[config.mk]
export PLATFORM = sky130hd
export DESIGN_NAME = rfphoenix_vec_wb_arb
export DESIGN_NICKNAME = d
export VERILOG_FILES = /design/src/rtl/rfphoenix_vec_wb_arb.sv
export SDC_FILE = /design/constraint.sdc
export NUM_CORES = 2
export LEC_CHECK = 0
export BUFFER_PORTS_ARGS = -buffer_cell sky130_fd_sc_hd__clkbuf_2
export CAP_MARGIN = 30
export CORE_AREA = 2 2 628 630
export CTS_CLUSTER_DIAMETER = 80
export DETAILED_ROUTE_END_ITERATION = 16
export DIE_AREA = 0 0 630 632
export MAX_ROUTING_LAYER = met4
export SYNTH_ARGS = -nofsm -noshare
export SYNTH_HDL_FRONTEND = slang
export SYNTH_SLANG_ARGS = --single-unit
[constraint.sdc]
create_clock -name clk -period 40.1 [get_ports clk]
set_input_delay 0 -clock clk [delete_from_list [all_inputs] [get_ports clk]]
set_output_delay 0 -clock clk [all_outputs]
set_load 0.02 [all_outputs]
[src/rtl/rfphoenix_vec_wb_arb.sv]
// rtl/rfphoenix_vec_wb_arb.sv - vector regfile write-back arbiter with buffered load path
// ALU results win by default; loads queue in a FIFO and force an ALU stall after STARVE_LIM losses.
module rfphoenix_vec_wb_arb #(
  parameter int DEPTH      = 4,
  parameter int STARVE_LIM = 8,
  parameter int TID_W      = 4,
  parameter int REG_W      = 6,
  parameter int VEC_W      = 512
) (
  input  logic                    clk,
  input  logic                    rst,
  input  logic                    alu_v,
  input  logic [TID_W-1:0]        alu_tid,
  input  logic [REG_W-1:0]        alu_rd,
  input  logic [15:0]             alu_mask,
  input  logic [VEC_W-1:0]        alu_res,
  output logic                    alu_stall,
  input  logic                    ld_v,
  output logic                    ld_rdy,
  input  logic [TID_W-1:0]        ld_tid,
  input  logic [REG_W-1:0]        ld_rd,
  input  logic [15:0]             ld_mask,
  input  logic [VEC_W-1:0]        ld_res,
  output logic                    wr,
  output logic [TID_W-1:0]        wthread,
  output logic [REG_W-1:0]        wa,
  output logic [15:0]             wmask,
  output logic [VEC_W-1:0]        wo,
  output logic [$clog2(DEPTH):0]  ld_cnt
);

  localparam int PTR_W = (DEPTH > 1) ? $clog2(DEPTH) : 1;
  localparam int CNT_W = $clog2(DEPTH) + 1;

  typedef struct packed {
    logic [TID_W-1:0] tid;
    logic [REG_W-1:0] rd;
    logic [15:0]      mask;
    logic [VEC_W-1:0] res;
  } entry_t;

  entry_t           mem [DEPTH];
  entry_t           head;
  logic [PTR_W-1:0] wp;
  logic [PTR_W-1:0] rp;
  logic [CNT_W-1:0] cnt;
  logic [7:0]       sc;
  logic [7:0]       sc_nxt;
  logic             fifo_ne;
  logic             push;
  logic             grant_ld;
  logic             grant_alu;

  assign head      = mem[rp];
  assign fifo_ne   = (cnt != '0);
  assign ld_rdy    = (cnt != CNT_W'(DEPTH));
  assign ld_cnt    = cnt;
  assign alu_stall = (sc == 8'(STARVE_LIM)) && fifo_ne;
  assign push      = ld_v && ld_rdy;

  // Stall forces the head out; otherwise the ALU wins and the FIFO drains only when idle.
  assign grant_ld  = alu_stall || (!alu_v && fifo_ne);
  assign grant_alu = !alu_stall && alu_v;

  always_comb begin
    sc_nxt = sc;
    if (grant_ld || !fifo_ne)
      sc_nxt = '0;
    else if (grant_alu && sc != 8'(STARVE_LIM))
      sc_nxt = sc + 8'd1;
  end

  // Payload storage carries no reset; validity is tracked by cnt alone.
  always_ff @(posedge clk) begin
    if (push)
      mem[wp] <= '{tid: ld_tid, rd: ld_rd, mask: ld_mask, res: ld_res};
  end

  always_ff @(posedge clk or negedge rst) begin
    if (!rst) begin
      wp  <= '0;
      rp  <= '0;
      cnt <= '0;
      sc  <= '0;
    end else begin
      sc <= sc_nxt;
      if (push)
        wp <= wp + PTR_W'(1);
      if (grant_ld)
        rp <= rp + PTR_W'(1);
      cnt <= cnt + CNT_W'(push) - CNT_W'(grant_ld);
    end
  end

  always_ff @(posedge clk or negedge rst) begin
    if (!rst) begin
      wr      <= 1'b0;
      wthread <= '0;
      wa      <= '0;
      wmask   <= '0;
      wo      <= '0;
    end else if (grant_alu) begin
      wr      <= (alu_mask != 16'd0);
      wthread <= alu_tid;
      wa      <= alu_rd;
      wmask   <= alu_mask;
      wo      <= alu_res;
    end else if (grant_ld) begin
      wr      <= (head.mask != 16'd0);
      wthread <= head.tid;
      wa      <= head.rd;
      wmask   <= head.mask;
      wo      <= head.res;
    end else begin
      wr      <= 1'b0;
    end
  end

endmodule
; Yosys cells after proc, flatten, opt, wreduce, memory -nomap -nowiden
; Memory sizes are Yosys's and may differ from the RTL's.
; Cells that the tools add are included.
[op_classes]
reduce_logical = 15
n_div = 0
n_bitwise = 0
n_mul = 0
add_sub_neg = 5
n_mux = 14
n_shift = 0
eq_ne = 3
order_cmp = 0
[op_table]
columns = operator, count
row1 = $mux 512, 2
row2 = $mux 16, 2
row3 = $reduce_bool 16->1, 2
row4 = $mux 8, 2
row5 = $mux 6, 2
row6 = $add 8x1->8 const B, 1
row7 = $eq 8x4->1 const B, 1
row8 = $mux 4, 2
row9 = $ne 8x4->1 const B, 1
row10 = $logic_and 1x1->1, 5
row11 = $add 2x1->2 const B, 2
row12 = $mux 1, 4
row13 = $reduce_bool 2->1, 2
row14 = $add 3x1->3, 1
row15 = $logic_not 1->1, 3
row16 = $ne 3x3->1 const B, 1
row17 = $reduce_bool 3->1, 1
row18 = $sub 3x1->3, 1
row19 = $logic_or 1x1->1, 2
[totals]
latch_bits = 0
reg_bits = 554
mem_bits_ro = 0
elab_cells = 47
mem_bits_rw = 2152
n_memories = 1
[mem_list]
columns = name, words, word_bits, read_ports, rd_clocked_by_memory_dff, write_ports, line_no
row1 = mem, 4, 538, 1, 0, 1, 42  ; entry_t mem [DEPTH];

; Longest topological paths before layout
[depth]
ltp_word = 7
mapped_depth = 11
ltp_nobuf = 10

; Worst setup path before layout
; Ideal clock, no wire load.
[synth_timing]
path_type = register to register
startpoint = register cnt[1] (netlist: ld_cnt[1])
endpoint = memory mem[3][0] in the netlist's numbering, enable pin
required_ns = 39.121
t_arrival_ns = 13.067
path_stages_with_launch = 4
setup_time_ns = 0.979
slack_ns = 26.054
path_buffers = 0
cell_sequence = dfrtp_1 -> nor2_1 -> nand2_1 -> and3_1
[synth_between]
elab_chain_cells = 4
[synth_rtl]
columns = element, line_no
row1 = "start, declared", 46  ; logic [CNT_W-1:0] cnt;
row2 = "start signal, assigned", 91  ; cnt <= cnt + CNT_W'(push) - CNT_W'(grant_ld);
row3 = $ne 3x3->1, 56  ; assign ld_rdy = (cnt != CNT_W'(DEPTH));
row4 = via ld_rdy, 19  ; output logic ld_rdy,
row5 = $logic_and 1x1->1, 59  ; assign push = ld_v && ld_rdy;
row6 = $mux 1, 75  ; if (push)
row7 = $mux 1 (implied by the code), 76  ; mem[wp] <= '{tid: ld_tid, rd: ld_rd, mask: ld_mask, res: ld_res};
row8 = "end, declared", 42
; The timed path passes the listed nets, and every way through them passes these cells.

; Final worst setup path
[layout_timing]
startpoint = register cnt[1] (netlist: ld_cnt[1])
endpoint = register wo[189]
[layout_between]
elab_chain_cells = 5
[layout_rtl]
columns = element, line_no
row1 = $reduce_bool 3->1 (*), 55  ; assign fifo_ne = (cnt != '0);
row2 = $logic_and 1x1->1, 58  ; assign alu_stall = (sc == 8'(STARVE_LIM)) && fifo_ne;
row3 = $logic_not 1->1, 63  ; assign grant_alu = !alu_stall && alu_v;
row4 = $logic_and 1x1->1, 63
row5 = $mux 512 or $reduce_bool 2->1 (tied branches), -
row6 = "end signal, assigned", 107  ; wo <= alu_res;
row7 = "end signal, assigned", 113  ; wo <= head.res;
row8 = "end, declared", 28  ; output logic [VEC_W-1:0] wo,
; Every way passes the cells marked *; elsewhere a longest branch is shown, timed or not.
; A chain may end at the register's enable or synchronous reset.

==> results.md <==
- IO Count: 1624
- CP startpoint: ld_cnt[1]
- Synth top area share: 0.612
- Drt initial violations: 6847
- Num CTS Buffers: 295
- Cell Pwr Density: 67.4 mW/mm²
- Peak VDD IR: 0.0562 mV
- Vias in the first global route: 76300
- Final nets: 10900
- Syn Inst Count: 6054
- DR vias/cell: 4.81
- Worst Hold Path EP: mem[1][126]
- Leading cell type in the layout, fill and taps excluded: dlygate4sd3_1
- CTS root buffer: clkbuf_16
- Placement Setup Slack: 33.90 ns
- Initial Utilization: 0.270
- Most frequent cells in the layout: dlygate4sd3_1 (2160), edfxtp_1 (2152), clkbuf_2 (1621), a21oi_1 (698), nand2_1 (555)
- R2r setup slk: 33.79 ns
- Worst slew pin tran: 1.08 ns
- Clock transition at path regs: 0.06 ns
- Status: finished clean
- Top post-synthesis cells by area: edfxtp_1 (61%), dfrtp_1 (13%), mux4_2 (11%)
- Pins Over Slew Limit: 0
- Sinks on the clock net: 2706
- Cell taking the most area after synthesis: edfxtp_1
- Yosys warns: 0
- Worst clock skew: 0.0523 ns
- Synth async-reset ratio: 0.205
- Post-detailed-route wirelength per cell: 24.7 µm
- GR Util All Layers: 0.189
- Router iterations before antenna repair: 7
- Post-synthesis sequential area ratio: 0.744
- Area Overhead vs Synth: 43.4%
- Nature of the critical path endpoint: register
- Row Count: 230
- Top layer in use: met4
- Post-CTS Setup Inserts: 0
- #FFs+latches synth: 2706
- Maxcap violations: 0
- TNS Setup: 0 ns
- Critical Path RT: 40.84 ns
- Residual DRC: 0
- Share of cells above drive strength 1: 0.271
- Leak: 55.0 nW
- Post-route cell area: 0.151 mm²
- Initial antenna violation count: 144
- Max-slew headroom: 0.280
- Fill cell total of the finished layout: 35600
- Final WL: 381 mm
- Worst-Skew Late Latency: 0.89 ns
- Final Hold Viols: 0
- GPL Wtd Cong: 0.922
- Post-Syn Area: 0.106 mm²
- CP Data Arrival Time: 7.05 ns
- Die Height: 632 µm
- Sequential cell area: 0.0785 mm²
- Overflow after GRT: 0
- Power, Total: 0.0102 W
- Ys flop type: edfxtp_1
- HP Start: ld_res[126]
- CTS Buffer Depth: 4
- Hold-critical path depth: 2
- Post-DP Area: 0.119 mm²
- Metal2 WL: 184 mm
- Critical Setup Path Class: reg2reg
- Die Area: 0.398 mm²
- Core Box Area: 0.391 mm²
- Met1 WL: 142 mm
- Setup Viol. Count Final: 0
- EDFF count, synth: 2152
- CTS-repair resized insts: 0
- HPWL Detailed: 253 mm
- H-Tree Depth: 5
- Met3 wire length: 32.8 mm
- Port Buffers: 1623
- Fmax: 158 MHz
- Hold Path Class: in2reg
- Multi-input gate area: 0.0249 mm²
- Worst flop-to-flop path endpoint: wo[189]
- Final Worst Setup Slack: 33.79 ns
- Period utilization: 0.157
- Syn Nets: 7143
- Vias: 74300
- CP startpoint kind: register
- Final min period: 6.31 ns
- Utilization after layout: 0.387
- Synth unique cells: 37
- Global-route wire length before repair: 540 mm
- RR Startpoint: ld_cnt[1]
- Worst R2R Path Depth: 9
- Chip Width: 630 µm
- # hold bufs at CTS: 2161
- Largest fanout on the critical path: 66
- Antenna Nets Post-Route: 0
- CTS tree: yes
- RSZ-0062 raised after global routing: no
- Synth Area per Inst: 17.4 µm²
- Largest net degree at the start of global routing: 153
## worst max-delay path by stage
stage	slack (ns)	to
after global placement	33.90	wo[158]
final	33.79	wo[189]
after floorplan	26.05	mem[3][0]
after CTS	33.89	wo[160]
after detailed placement	33.90	wo[158]
after global routing	33.50	wo[181]
## through the flow
step | hold slack (ns) | instances
2_1_floorplan | -0.296 | 6054
3_3_place_gp | 0.0720 | 12600
3_5_place_dp | 0.0822 | 12600
4_1_cts | 0.000864 | 15300
5_1_grt | 0.0126 | 15400
6_report | 0.0458 | 15400
## cell families after synthesis
family                   count (synthesis)  share of synthesized area
XOR/XNOR                                11                   0.000913
flip-flops                            2706                      0.744
buffers and inverters                  429                     0.0205
AND/OR/NAND/NOR                        944                     0.0343
adder cells (fa/ha/maj)                  9                    0.00114
AO/OA/AOI/OAI                         1243                     0.0681
multiplexers                           712                      0.131
## worst max-delay path, cell delays in order (launching register included)
cell     delay, ns
dfrtp_1       0.45
nor3_1        0.81
or3_4         0.59
buf_4         0.76
buf_4         0.65
buf_4         0.62
buf_4         0.59
buf_4         0.80
nor2_1        0.16
o31ai_1       0.42
## per-layer routing
metal / global-route usage / vias to the layer above
met4: 0.0922 / 0
met2: 0.306 / 3890
met5: - / -
met1: 0.218 / 37800
met3: 0.0491 / 1044
li1: - / 31500
## where the power goes
group	internal (W)	switching [W]
combinational	0.00123	0.00205
sequential	0.00379	0.000312
clock	0.00165	0.00117
## layout make-up
cell class | count | share of cell area
tap | 5220 | 0.0432
multi-input combinational | 2919 | 0.165
timing repair buffer | 3892 | 0.204
clock buffer | 379 | 0.0532
antenna | 153 | 0.00253
sequential | 2706 | 0.519
inverter | 10 | 0.000248
clock inverter | 166 | 0.0136
## Yosys cell counts, types with 2 or more instances
library cell / number
and2_1: 2
inv_1: 10
ha_1: 8
a2bb2oi_1: 3
mux2i_1: 173
and3_1: 8
nand3_1: 4
buf_4: 4
o21ai_0: 150
nand2_1: 555
buf_6: 52
mux4_2: 538
nand4_1: 2
a32oi_1: 13
edfxtp_1: 2152
buf_2: 121
nor2_1: 359
xnor2_1: 6
or3_1: 2
xor2_1: 5
o31ai_1: 349
dfrtp_1: 554
clkbuf_1: 241
a21oi_1: 698
nor4_1: 8
o21ai_1: 26
## state kept, by name, indices dropped and copies added (netlist names)
| signal | cells |
|---|---|
| wp | 2 |
| mem | 2152 |
| sc | 8 |
| wa | 6 |
| ld_cnt | 3 |
| wo | 512 |
| rp | 2 |
| wr | 1 |
| wmask | 16 |
| wthread | 4 |
(Power assumes the default switching activity.)
